## src/rtl/paralelo_serial_pkg.sv

```systemverilog
// paralelo_serial_pkg
//   Shared constants and types for the parallel-to-serial line driver:
//   byte width, default idle/comma byte, default length of the post-reset
//   idle sequence, and the FSM state encoding.
package paralelo_serial_pkg;

  localparam int BYTE_W    = 8;
  localparam int BIT_CNT_W = $clog2(BYTE_W);

  typedef logic [BYTE_W-1:0] byte_t;

  localparam byte_t IDLE_BYTE_DEF = 8'hBC;
  localparam int    INIT_IDLE_DEF = 4;

  typedef enum logic {
    ST_INIT = 1'b0,
    ST_RUN  = 1'b1
  } state_t;

endpackage

```

## src/rtl/paralelo_serial_fifo_2x8.sv

```systemverilog
// fifo_2x8
//   Two-entry byte FIFO feeding the serializer.
//   Ports:
//     clk_8f  - bit-rate clock, rising edge
//     reset   - asynchronous, active-high
//     push    - write din at this edge (ignored when full)
//     pop     - advance head at this edge (ignored when empty)
//     din     - byte to write
//     dout    - current head byte (valid when count != 0)
//     count   - number of stored bytes, 0..2
//   A simultaneous push and pop with one entry stored keeps count at 1 and
//   the pushed byte becomes the new head.
module fifo_2x8
  import paralelo_serial_pkg::*;
(
  input  logic        clk_8f,
  input  logic        reset,
  input  logic        push,
  input  logic        pop,
  input  byte_t       din,
  output byte_t       dout,
  output logic [1:0]  count
);

  byte_t mem [2];
  logic  rd_ptr;
  logic  wr_ptr;
  logic  do_push;
  logic  do_pop;

  assign do_push = push && (count != 2'd2);
  assign do_pop  = pop  && (count != 2'd0);
  assign dout    = mem[rd_ptr];

  always_ff @(posedge clk_8f or posedge reset) begin
    if (reset) begin
      rd_ptr <= 1'b0;
      wr_ptr <= 1'b0;
      count  <= 2'd0;
      mem[0] <= '0;
      mem[1] <= '0;
    end else begin
      if (do_push) begin
        mem[wr_ptr] <= din;
        wr_ptr      <= ~wr_ptr;
      end
      if (do_pop) begin
        rd_ptr <= ~rd_ptr;
      end
      case ({do_push, do_pop})
        2'b10:   count <= count + 2'd1;
        2'b01:   count <= count - 2'd1;
        default: count <= count;
      endcase
    end
  end

endmodule

```

## src/rtl/paralelo_serial.sv

```systemverilog
// paralelo_serial
//   Byte-to-serial line driver. Bytes from the upstream mux are buffered in
//   a 2-entry FIFO and shifted out MSB first, one bit per clk_8f cycle.
//   When nothing is buffered at a byte boundary the idle/comma byte is sent
//   instead, so the line never carries partial bytes. After reset the line
//   carries INIT_IDLE idle bytes (the reset preload included) before any
//   buffered data.
//   Ports:
//     clk_8f     - bit-rate clock (8x byte rate), rising edge
//     reset      - asynchronous, active-high
//     data_in    - byte from upstream
//     valid_in   - data_in holds a byte this cycle
//     ready_out  - combinational, FIFO has room (count < 2)
//     data_out   - registered serial line
//     active_out - registered, current data_out bit belongs to a data byte
//
//   state   | meaning
//   --------+-----------------------------------------------------------
//   ST_INIT | post-reset idle sequence, every load is IDLE_BYTE, no pops
//   ST_RUN  | normal operation, loads pop the FIFO head when available
module paralelo_serial
  import paralelo_serial_pkg::*;
#(
  parameter byte_t IDLE_BYTE = IDLE_BYTE_DEF,
  parameter int    INIT_IDLE = INIT_IDLE_DEF
) (
  input  logic              clk_8f,
  input  logic              reset,
  input  logic [BYTE_W-1:0] data_in,
  input  logic              valid_in,
  output logic              ready_out,
  output logic              data_out,
  output logic              active_out
);

  localparam int IDLE_CNT_W = (INIT_IDLE > 2) ? $clog2(INIT_IDLE) : 1;

  // The preload counts as the first idle byte, so the last INIT load is the
  // one that sees idle_cnt == INIT_IDLE-2 and leaves it at INIT_IDLE-1; the
  // following load is then already in RUN. With INIT_IDLE <= 1 the preload
  // alone satisfies the sequence and the block starts directly in RUN.
  localparam logic [IDLE_CNT_W-1:0] IDLE_LAST =
    IDLE_CNT_W'((INIT_IDLE > 1) ? (INIT_IDLE - 2) : 0);
  localparam state_t RST_STATE = (INIT_IDLE > 1) ? ST_INIT : ST_RUN;

  state_t                  state_q;
  state_t                  state_d;
  logic [IDLE_CNT_W-1:0]   idle_cnt_q;
  logic [IDLE_CNT_W-1:0]   idle_cnt_d;
  logic [BIT_CNT_W-1:0]    bit_cnt;
  byte_t                   shreg;
  logic                    is_data;

  logic                    load;
  logic                    take_fifo;
  logic                    push;
  byte_t                   fifo_dout;
  logic [1:0]              fifo_count;

  assign ready_out = (fifo_count != 2'd2);
  assign push      = valid_in && ready_out;
  assign load      = (bit_cnt == BIT_CNT_W'(BYTE_W - 1));

  fifo_2x8 u_fifo (
    .clk_8f (clk_8f),
    .reset  (reset),
    .push   (push),
    .pop    (take_fifo),
    .din    (data_in),
    .dout   (fifo_dout),
    .count  (fifo_count)
  );

  always_ff @(posedge clk_8f or posedge reset) begin
    if (reset) begin
      state_q    <= RST_STATE;
      idle_cnt_q <= '0;
    end else begin
      state_q    <= state_d;
      idle_cnt_q <= idle_cnt_d;
    end
  end

  always_comb begin
    state_d    = state_q;
    idle_cnt_d = idle_cnt_q;
    take_fifo  = 1'b0;
    case (state_q)
      ST_INIT: begin
        if (load) begin
          idle_cnt_d = idle_cnt_q + IDLE_CNT_W'(1);
          if (idle_cnt_q == IDLE_LAST) begin
            state_d = ST_RUN;
          end
        end
      end
      ST_RUN: begin
        take_fifo = load && (fifo_count != 2'd0);
      end
      default: begin
        state_d = RST_STATE;
      end
    endcase
  end

  // data_out/active_out lag shreg/is_data by one edge, so a byte loaded at
  // the bit_cnt=7 edge shows its MSB on the line at the next edge.
  always_ff @(posedge clk_8f or posedge reset) begin
    if (reset) begin
      data_out   <= 1'b0;
      active_out <= 1'b0;
      shreg      <= IDLE_BYTE;
      is_data    <= 1'b0;
      bit_cnt    <= '0;
    end else begin
      data_out   <= shreg[BYTE_W-1];
      active_out <= is_data;
      bit_cnt    <= bit_cnt + BIT_CNT_W'(1);
      if (load) begin
        shreg   <= take_fifo ? fifo_dout : IDLE_BYTE;
        is_data <= take_fifo;
      end else begin
        shreg   <= {shreg[BYTE_W-2:0], 1'b0};
      end
    end
  end

endmodule
```

## config.mk

```make
export PLATFORM = sky130hd
export DESIGN_NAME = paralelo_serial
export DESIGN_NICKNAME = d
export VERILOG_FILES = /design/src/rtl/paralelo_serial_pkg.sv /design/src/rtl/paralelo_serial_fifo_2x8.sv /design/src/rtl/paralelo_serial.sv
export SDC_FILE = /design/constraint.sdc
export NUM_CORES = 1
export LEC_CHECK = 0
export ABC_AREA = 1
export CAP_MARGIN = 20
export CORE_MARGIN = 2
export CORE_UTILIZATION = 55
export DETAILED_ROUTE_END_ITERATION = 16
export DONT_BUFFER_PORTS = 1
export PLACE_DENSITY_LB_ADDON = 0.3
export SETUP_SLACK_MARGIN = 0.2
export SYNTH_ARGS = -nofsm -noshare
export SYNTH_HDL_FRONTEND = slang
export SYNTH_SLANG_ARGS = --single-unit
```

## constraint.sdc

```tcl
create_clock -name clk_8f -period 4.6 [get_ports clk_8f]
set_input_delay 0.69 -clock clk_8f [delete_from_list [all_inputs] [get_ports clk_8f]]
set_output_delay 0.69 -clock clk_8f [all_outputs]
set_load 0.03 [all_outputs]
```

==> Word level (Yosys, flattened, before mapping) <==
Cells that the tools add are included.
W data, S select, Z words.
{ "word_totals": {"mem_bits_rw": 0, "mem_bits_ro": 0, "latchBits": 0, "mem_count": 0, "reg_bits": 37} }
{ "classes": {"n_mux": 13, "mul": 0, "div": 0, "n_reduce_logical": 8, "order_cmp": 3, "shifts": 0, "n_eq_ne": 5, "bitwise_logic": 5, "n_addsub": 4} }
{ "ops": {"columns": ["op", "n"], "rows": [
  ["$mux W8", 6],
  ["$bwmux W16", 1],
  ["$demux W8 S1", 1],
  ["$logic_and A1 B1 Y1", 5],
  ["$add A2 B1 Y2 const B", 2],
  ["$eq A2 B2 Y1 const B", 2],
  ["$ge A2 B2 Y1 const B", 2],
  ["$mux W1", 4],
  ["$not A1 Y2", 2],
  ["$pmux W2 S2", 1],
  ["$reduce_bool A2 Y1", 2],
  ["$add A3 B1 Y3 const B", 1],
  ["$eq A3 B3 Y1 const B", 1],
  ["$not A1 Y1", 3],
  ["$eq A2 B1 Y1 const B", 1],
  ["$lt A2 B1 Y1 const B", 1],
  ["$ne A2 B2 Y1 const B", 1],
  ["$reduce_and A2 Y1", 1],
  ["$sub A2 B1 Y2 const B", 1]
]} }

==> Longest topological paths before layout <==
Gate-level depths: netlist of run 1.
{ "logic_depth": {"word_depth": 6, "depth_mapped": 11, "ltp_nobuf": 10} }

==> By module <==
Synthesis of run 1 repeated with hierarchy kept, for this count alone.
{ "unflattened": {"hier_cells": 188, "hier_area_um2": 1686.6} }
{ "modules_own_cells": {"columns": ["mod", "area_per_inst_um2", "cells_each", "n_inst", "seq_area_each_um2"], "rows": [
  ["fifo_2x8", 1011.0, 124, 1, 500.5],
  ["paralelo_serial", 675.6, 64, 1, 431.7]
]} }

==> Least setup slack after synthesis of run 1 <==
No wires, ideal clock.
{ "synth_path": {"path_type": "register to register", "start": "register bit_cnt[0]", "end": "register u_fifo.count[1]", "synth_period_minus_slack_ns": 1.660, "stages_incl_launch_ff": 11, "setup_ns": 0.117, "path_buffers": 1, "t_arrival_ns": 1.543, "setup_slack_ns": 2.940, "path_cell_list": "dfrtp_1 -> ha_1 -> ha_1 -> buf_2 -> nand2_1 -> a21oi_2 -> ha_1 -> inv_1 -> nand3_1 -> nand2_1 -> nand2_1"} }
{ "synth_via": {"elab_chain_len": 6, "elab_cells_between_ends": 8, "classes_between": "3 x eq/ne; 2 x mux; 3 x reduce/logical"} }
{ "synth_rtl": {"columns": ["item", "line_no", "rtl"], "rows": [
  ["from (decl)", "paralelo_serial.sv:50", "logic [BIT_CNT_W-1:0] bit_cnt;"],
  ["from (signal assigned)", "paralelo_serial.sv:118", "bit_cnt <= bit_cnt + BIT_CNT_W'(1);"],
  ["$eq A3 B3 Y1 *", "paralelo_serial.sv:62", "assign load = (bit_cnt == BIT_CNT_W'(BYTE_W - 1));"],
  ["$logic_and A1 B1 Y1 *", "paralelo_serial.sv:98", "take_fifo = load && (fifo_count != 2'd0);"],
  ["$mux W1 *", "paralelo_serial.sv:88", "case (state_q)"],
  ["$logic_and A1 B1 Y1 *", "paralelo_serial_fifo_2x8.sv:32", "assign do_pop = pop && (count != 2'd0);"],
  ["via u_fifo.do_pop", "paralelo_serial_fifo_2x8.sv:29", "logic do_pop;"],
  ["$eq A2 B1 Y1 / $eq A2 B2 Y1 (equally long branches)", "paralelo_serial_fifo_2x8.sv:50", "case ({do_push, do_pop})"],
  ["$pmux W2 S2 / $reduce_bool A2 Y1 (equally long branches)", null, null],
  ["to (signal assigned)", "paralelo_serial_fifo_2x8.sv:51", "2'b10: count <= count + 2'd1;"],
  ["to (signal assigned)", "paralelo_serial_fifo_2x8.sv:52", "2'b01: count <= count - 2'd1;"],
  ["to (signal assigned)", "paralelo_serial_fifo_2x8.sv:53", "default: count <= count;"],
  ["to (decl)", "paralelo_serial_fifo_2x8.sv:22", "output logic [1:0] count"]
]} }
Mark *: on every way through the listed nets, which the timed path passes. The rest lies on a longest branch.
A chain may end at the register's enable or synchronous reset.

==> Worst setup path after layout of run 1 <==
{ "layout_path": {"start": "register u_fifo.count[0]", "end": "output port ready_out"} }
{ "layout_via": {"elab_chain_len": 1} }
{ "layout_rtl": {"columns": ["item", "line_no", "rtl"], "rows": [
  ["$ne A2 B2 Y1", "paralelo_serial.sv:60", "assign ready_out = (fifo_count != 2'd2);"],
  ["to (decl)", "paralelo_serial.sv:31", "output logic ready_out,"]
]} }
Every way passes these cells.

==> metrics, run 1 <==
commonest non-fill, non-tap cell in the layout nand2_1; NumNets Final 199; CP Cell Sequence inv_2 > nand2_2; Cells after Synth 183; Max stage delay on crit path 0.42 ns; Pleak 0.924 nW; commonest non-fill, non-tap cells in the layout 82 x nand2_1, 32 x dfrtp_1, 17 x nand4_1, 15 x nor2_1, 10 x inv_1; Placed Instances 208; CTS Hold Bufs 0; Area after DPL 1610 um^2; status complete, no violations; ANT nets after route 0; Critical Path RT 3.91 ns; Detailed Place HPWL 1930 um; drt total wl 2690 um; Worst-path clk slew 0.11 ns; Fillers 255; Die H 58.3 um; CTS tree built; initial antenna violation count 0; Buf+Inv Stages, Crit Path 1; DR vias 1136; flop and latch count out of synthesis 37; pin count of the biggest net entering global routing 23; Seq/Total Area, Yosys 0.575; Site Rows 19; H-tree Lvls 2; Worst Tran Pin Value 0.560 ns; grt ovf 0; CP arrival 1.25 ns; RSZ-0062 raised after global routing false; vias in the first global route 1103; I/O Buffers 0; PostCTS Resize Cnt 0; hold crit path type input port to asynchronous set/reset pin; width of the die 58.3 um; Vias/cell 5.26; # Max-Cap Violations 0; Design Area, Final 1720 um^2; setup violators final 0; Inserted Diodes 0; syn_nets 198; Max rail drop VDD 0.000499 V; Unique masters post-synth 20; CTS Buf Count 5; Post-Syn Area 1620 um^2; first-pass GRT wire length 4930 um; Setup TNS 0 ns; R2R Setup Slk 2.73 ns; clk_lat worst skew 0.35 ns; DR iter-0 viols 34; fin crit share 0.422; WHS 0.263 ns; Initial Util 0.583; share of cells above drive strength 1 0.0973; detailed-route DRC error count 0; WS Path Type flop to output pin; syn_area_per_cell 8.85 um^2; Fin. Hold Viols 0; area growth from synthesis to layout 5.87%; Slowest cell on crit path dfrtp_1; final non-filler cell total 216; Cell Pwr Density 653 nW/um^2; Die Area 3400 um^2; Clock Path Buffers 2; Ys Warns 0; Core Region 2780 um^2; Avg WL per Cell 12.4 um; Tot GR Track Use 0.199; worst rel slew slack 0.626; Top delay family on crit path flip-flops; final-report max-slew violation count 0; Post-CTS Setup Inserts 0; 1st-pass router iterations 4; skew final 0.00475 ns; routability cong. 0.827; Root Driver clkbuf_4; CP Capture Type output pin; CP startpoint kind flop; Max Fclk 516 MHz; Final Critical Period 1.94 ns; I/O pin cnt 14; CP Max Fanout 20; Final Util 0.617; clock net sink count 37
## report_power, final
| part | leakage [nW] | internal [mW] | total [mW] | switching [mW] |
|---|---|---|---|---|
| clock | 0.0552 | 0.168 | 0.276 | 0.108 |
| combinational | 0.435 | 0.0941 | 0.281 | 0.187 |
| sequential | 0.434 | 0.461 | 0.564 | 0.103 |
| total | 0.924 | 0.723 | 1.12 | 0.397 |
## metal layers
layer,part of all wire,wire (um),vias to the layer above,global-route usage
li1,-,-,579,-
met1,0.44,1190,521,0.262
met2,0.48,1290,28,0.292
met3,0.055,147,8,0.0714
met4,0.022,58,0,0.0997
met5,0,0,-,0
## synthesized netlist by cell type (all sizes together)
| library cell | number | area [um^2] |
|---|---|---|
| a21oi | 1 | 8.76 |
| ha | 4 | 50.1 |
| nand2 | 83 | 314 |
| nand4 | 17 | 106 |
| xor2 | 1 | 8.76 |
| buf | 7 | 53.8 |
| xnor2 | 1 | 8.76 |
| clkinv | 2 | 7.51 |
| dfstp | 5 | 131 |
| inv | 11 | 41.3 |
| nor2 | 15 | 56.3 |
| o21ai | 1 | 5.00 |
| nand3 | 3 | 27.5 |
| dfrtp | 32 | 801 |
## kinds of logic (layout without fill, tap and decap cells)
family,after synthesis,count (layout),share of synthesized area
AOI/OAI and AO/OA,2,2,0.00849
xor gates and xnor gates,2,2,0.0108
adders and majority gates,4,4,0.0309
buffers and inverters,20,22,0.0633
DFF,37,37,0.575
and+or+nand+nor,118,118,0.311
## cell type report
type / count / area (um^2) / share of cell area
clock buffers: 5 / 37.5 / 0.0219
inverters: 13 / 48.8 / 0.0284
clock inverters: 3 / 65.1 / 0.0379
multi-input cells: 126 / 586 / 0.341
well taps: 31 / 38.8 / 0.0226
repair buffers: 1 / 7.51 / 0.00438
flip-flops and latches: 37 / 932 / 0.543
## stage by stage
step | worst slack, ns | power (mW)
after floorplan | 2.94 | 0.812
after global placement | 2.85 | 0.837
after detailed placement | 2.73 | 0.852
after CTS | 2.64 | 1.13
after global routing | 2.55 | 1.21
final | 2.66 | 1.12
## sequential cells by signal, summed over array words and instances (netlist names), 2 cells and up
name,cells
u_fifo.mem,16
shreg,8
bit_cnt,3
idle_cnt_q,2
u_fifo.count,2
## worst paths after layout
| kind | cells past startpoint | from | end |
|---|---|---|---|
| worst max-delay path | 2 | u_fifo.count[0] | ready_out |
| worst min-delay path | 1 | reset | idle_cnt_q[0] |
| worst max register to register | 9 | bit_cnt[0] | u_fifo.count[1] |
| worst min register to register | 0 | is_data | active_out |
| max in group asynchronous | 2 | reset | shreg[3] |
| min in group clk_8f | 0 | is_data | active_out |
Note: power is estimated with default switching activity, not from simulation.
==> inputs of run 2 (changes only) <==
- clock period: 4.6 -> 1.8 ns (I/O delays scaled with it)
==> run 2 against run 1 <==
  * Clock-buffer cell count did not move
  * Design area rose by 2.0%
  * Critical endpoint is now u_fifo.count[1]
  * Sequential share of layout area fell by 1.1 points
  * Global-route usage fell by 0.33 points
  * First-iteration DRC count fell by 21%
  * Combinational power rose to 2.7 times the previous value
  * Sequential power rose to 2.6 times the previous value
  * Critical path type is now flop to flop
  * Via count rose by 4.5%
  * Largest power group unchanged
==> metrics, run 2 (synthesized netlist as in run 1, its figures left out) <==
Core Region 2780 um^2 (unchanged); Fin. Hold Viols 0 (unchanged); hold crit path type input port to flop (was input port to asynchronous set/reset pin); final-report max-slew violation count 0 (unchanged); Vias/cell 5.37 (was 5.26); skew final 0.00324 ns (was 0.00475 ns); Detailed Place HPWL 2040 um (was 1930 um); grt ovf 0 (unchanged); Fillers 252 (was 255); first-pass GRT wire length 4970 um (was 4930 um); # Max-Cap Violations 0 (unchanged); combinational share of power 0.288 (was 0.250); Initial Util 0.583 (unchanged); DR iter-0 viols 27 (was 34); ANT nets after route 0 (unchanged); I/O Buffers 0 (unchanged); Final Critical Period 1.50 ns; sw frac 0.393 (was 0.354); Placed Instances 209 (was 208); status complete, no violations (unchanged); fin crit share 0.833; Cell Pwr Density 1490 nW/um^2 (was 653 nW/um^2); Max rail drop VDD 0.00106 V (was 0.000499 V); NumNets Final 204 (was 199); pin count of the biggest net entering global routing 38 (was 23); Avg WL per Cell 12.9 um (was 12.4 um); Worst Hold Path EP u_fifo.mem[6]; Top reg by flops u_fifo.mem (unchanged); Max Fclk 667 MHz; Critical Path RT 2.04 ns (was 3.91 ns); Critical Path Start bit_cnt[0] (was u_fifo.count[0]); CP arrival 1.74 ns (was 1.25 ns); Site Rows 19 (unchanged); Die Area 3400 um^2 (unchanged); Setup TNS 0 ns (unchanged); CTS tree built (unchanged); worst rel slew slack 0.699 (was 0.626); 1st-pass router iterations 4 (unchanged); footprint of the multi-input gates 628 um^2 (was 586 um^2); P_sw 1.03 mW (was 397 uW); Largest regs u_fifo.mem: 16 flops, shreg: 8 flops, bit_cnt: 3 flops (unchanged); Inserted Diodes 0 (unchanged); routability cong. 0.764 (was 0.827); Clock Path Buffers 2 (unchanged); Hold Path Stages 2; R2R Path Start bit_cnt[0] (unchanged); initial antenna violation count 0 (unchanged); CP startpoint kind flop (unchanged); Internal 1.59 mW (was 723 uW); Die H 58.3 um (unchanged); width of the die 58.3 um (unchanged); number of flip-flops under the largest register name 16 (unchanged); CP Max Fanout 3 (was 20); Worst Tran Pin Value 0.451 ns (was 0.560 ns); RSZ-0062 raised after global routing false (unchanged); drt total wl 2860 um (was 2690 um); Pleak 0.920 nW (was 0.924 nW); share of cells above drive strength 1 0.142 (was 0.0973); clock group share of total power 0.158 (was 0.246); clk_lat worst skew 0.34 ns (was 0.35 ns); R2R Setup Slk 0.30 ns (was 2.73 ns); Root Driver clkbuf_4 (unchanged); commonest non-fill, non-tap cells in the layout 81 x nand2_1, 32 x dfrtp_1, 17 x nand4_1, 15 x nor2_1, 9 x inv_1 (was 82 x nand2_1, 32 x dfrtp_1, 17 x nand4_1, 15 x nor2_1, 10 x inv_1); Tot GR Track Use 0.196 (was 0.199); final non-filler cell total 221 (was 216); WS Path Type flop to flop (was flop to output pin); area growth from synthesis to layout 8.03% (was 5.87%); CP Capture Type flop (was output pin); H-tree Lvls 2 (unchanged); DR vias 1187 (was 1136); CTS Buf Count 5 (unchanged); Worst-path clk slew 0.11 ns (about the same); I/O pin cnt 14 (unchanged); detailed-route DRC error count 0 (unchanged); Hold Startpoint data_in[6]; worst flop-to-flop path endpoint u_fifo.count[1] (unchanged); cells on worst reg2reg path 9 (unchanged); commonest non-fill, non-tap cell in the layout nand2_1 (unchanged); setup violators final 0 (unchanged); FF/Latch Area 932 um^2 (unchanged); vias in the first global route 1153 (was 1103); Flop pwr share 0.554 (was 0.504); clock net sink count 37 (unchanged)
[run 2: worst max-delay path, stage by stage (launching register included)]
cell and delay [ns]:
dfrtp_1 0.37, ha_2 0.20, ha_4 0.15, nand2_4 0.05, a21oi_4 0.17, ha_4 0.24
inv_2 0.05, nand3_1 0.06, nand2_1 0.07, nand2_1 0.05
[run 2: how the worst max path moves through the flow]
stage | depth (start not counted) | slack (ns) | endpoint
global placement | 9 | 0.16 | u_fifo.count[1]
finish | 9 | 0.30 | u_fifo.count[1]
floorplan | 10 | 0.21 | u_fifo.count[1]
CTS | 9 | 0.20 | u_fifo.count[1]
global route | 9 | 0.18 | u_fifo.count[1]
detailed placement | 9 | 0.09 | u_fifo.count[1]
[run 2: timing repair]
item | CTS | global route
setup endpoints to repair | 2 | 1
buffers inserted | 1 | 2
endpoints found under the hold margin | 32 | 0
gates cloned | 0 | 0
hold buffers | 1 | 0
pin swaps | 1 | 4
gates resized for setup | 3 | 3
[run 2: layout make-up]
type                            instances  share of cell area
Clock buffer                            5              0.0214
Clock inverter                          3              0.0100
Inverter                               13              0.0279
Multi-Input combinational cell        126               0.359
Sequential cell                        37               0.533
Tap cell                               31              0.0222
Timing Repair Buffer                    6              0.0272
[run 2: power groups by stage]
stage,Sequential [mW],Clock (mW),Combinational [mW]
floorplan,1.35,0,0.722
CTS,1.44,0.429,0.754
finish,1.45,0.413,0.753
global route,1.49,0.474,0.892
detailed placement,1.46,0,0.740
global placement,1.44,0,0.707
[run 2: per-stage QoR]
stage                     hold slack (ns)   util  total power, mW  setup WS [ns]  area (um^2)
after floorplan                     0.354      -             2.07          0.214         1630
after global routing               0.0442  0.629             2.85          0.180         1750
after CTS                          0.0533  0.618             2.63          0.203         1720
after global placement              0.286  0.584             2.15          0.157         1630
after detailed placement            0.293  0.584             2.20         0.0858         1630
final                              0.0682  0.629             2.61          0.300         1750
[run 2: metal layers]
metal / GRT usage / up-vias / wire, um
met5: 0 / - / 0
met4: 0.0598 / 0 / 46
met3: 0.0692 / 7 / 137
met2: 0.310 / 21 / 1390
met1: 0.254 / 568 / 1290
li1: - / 591 / -
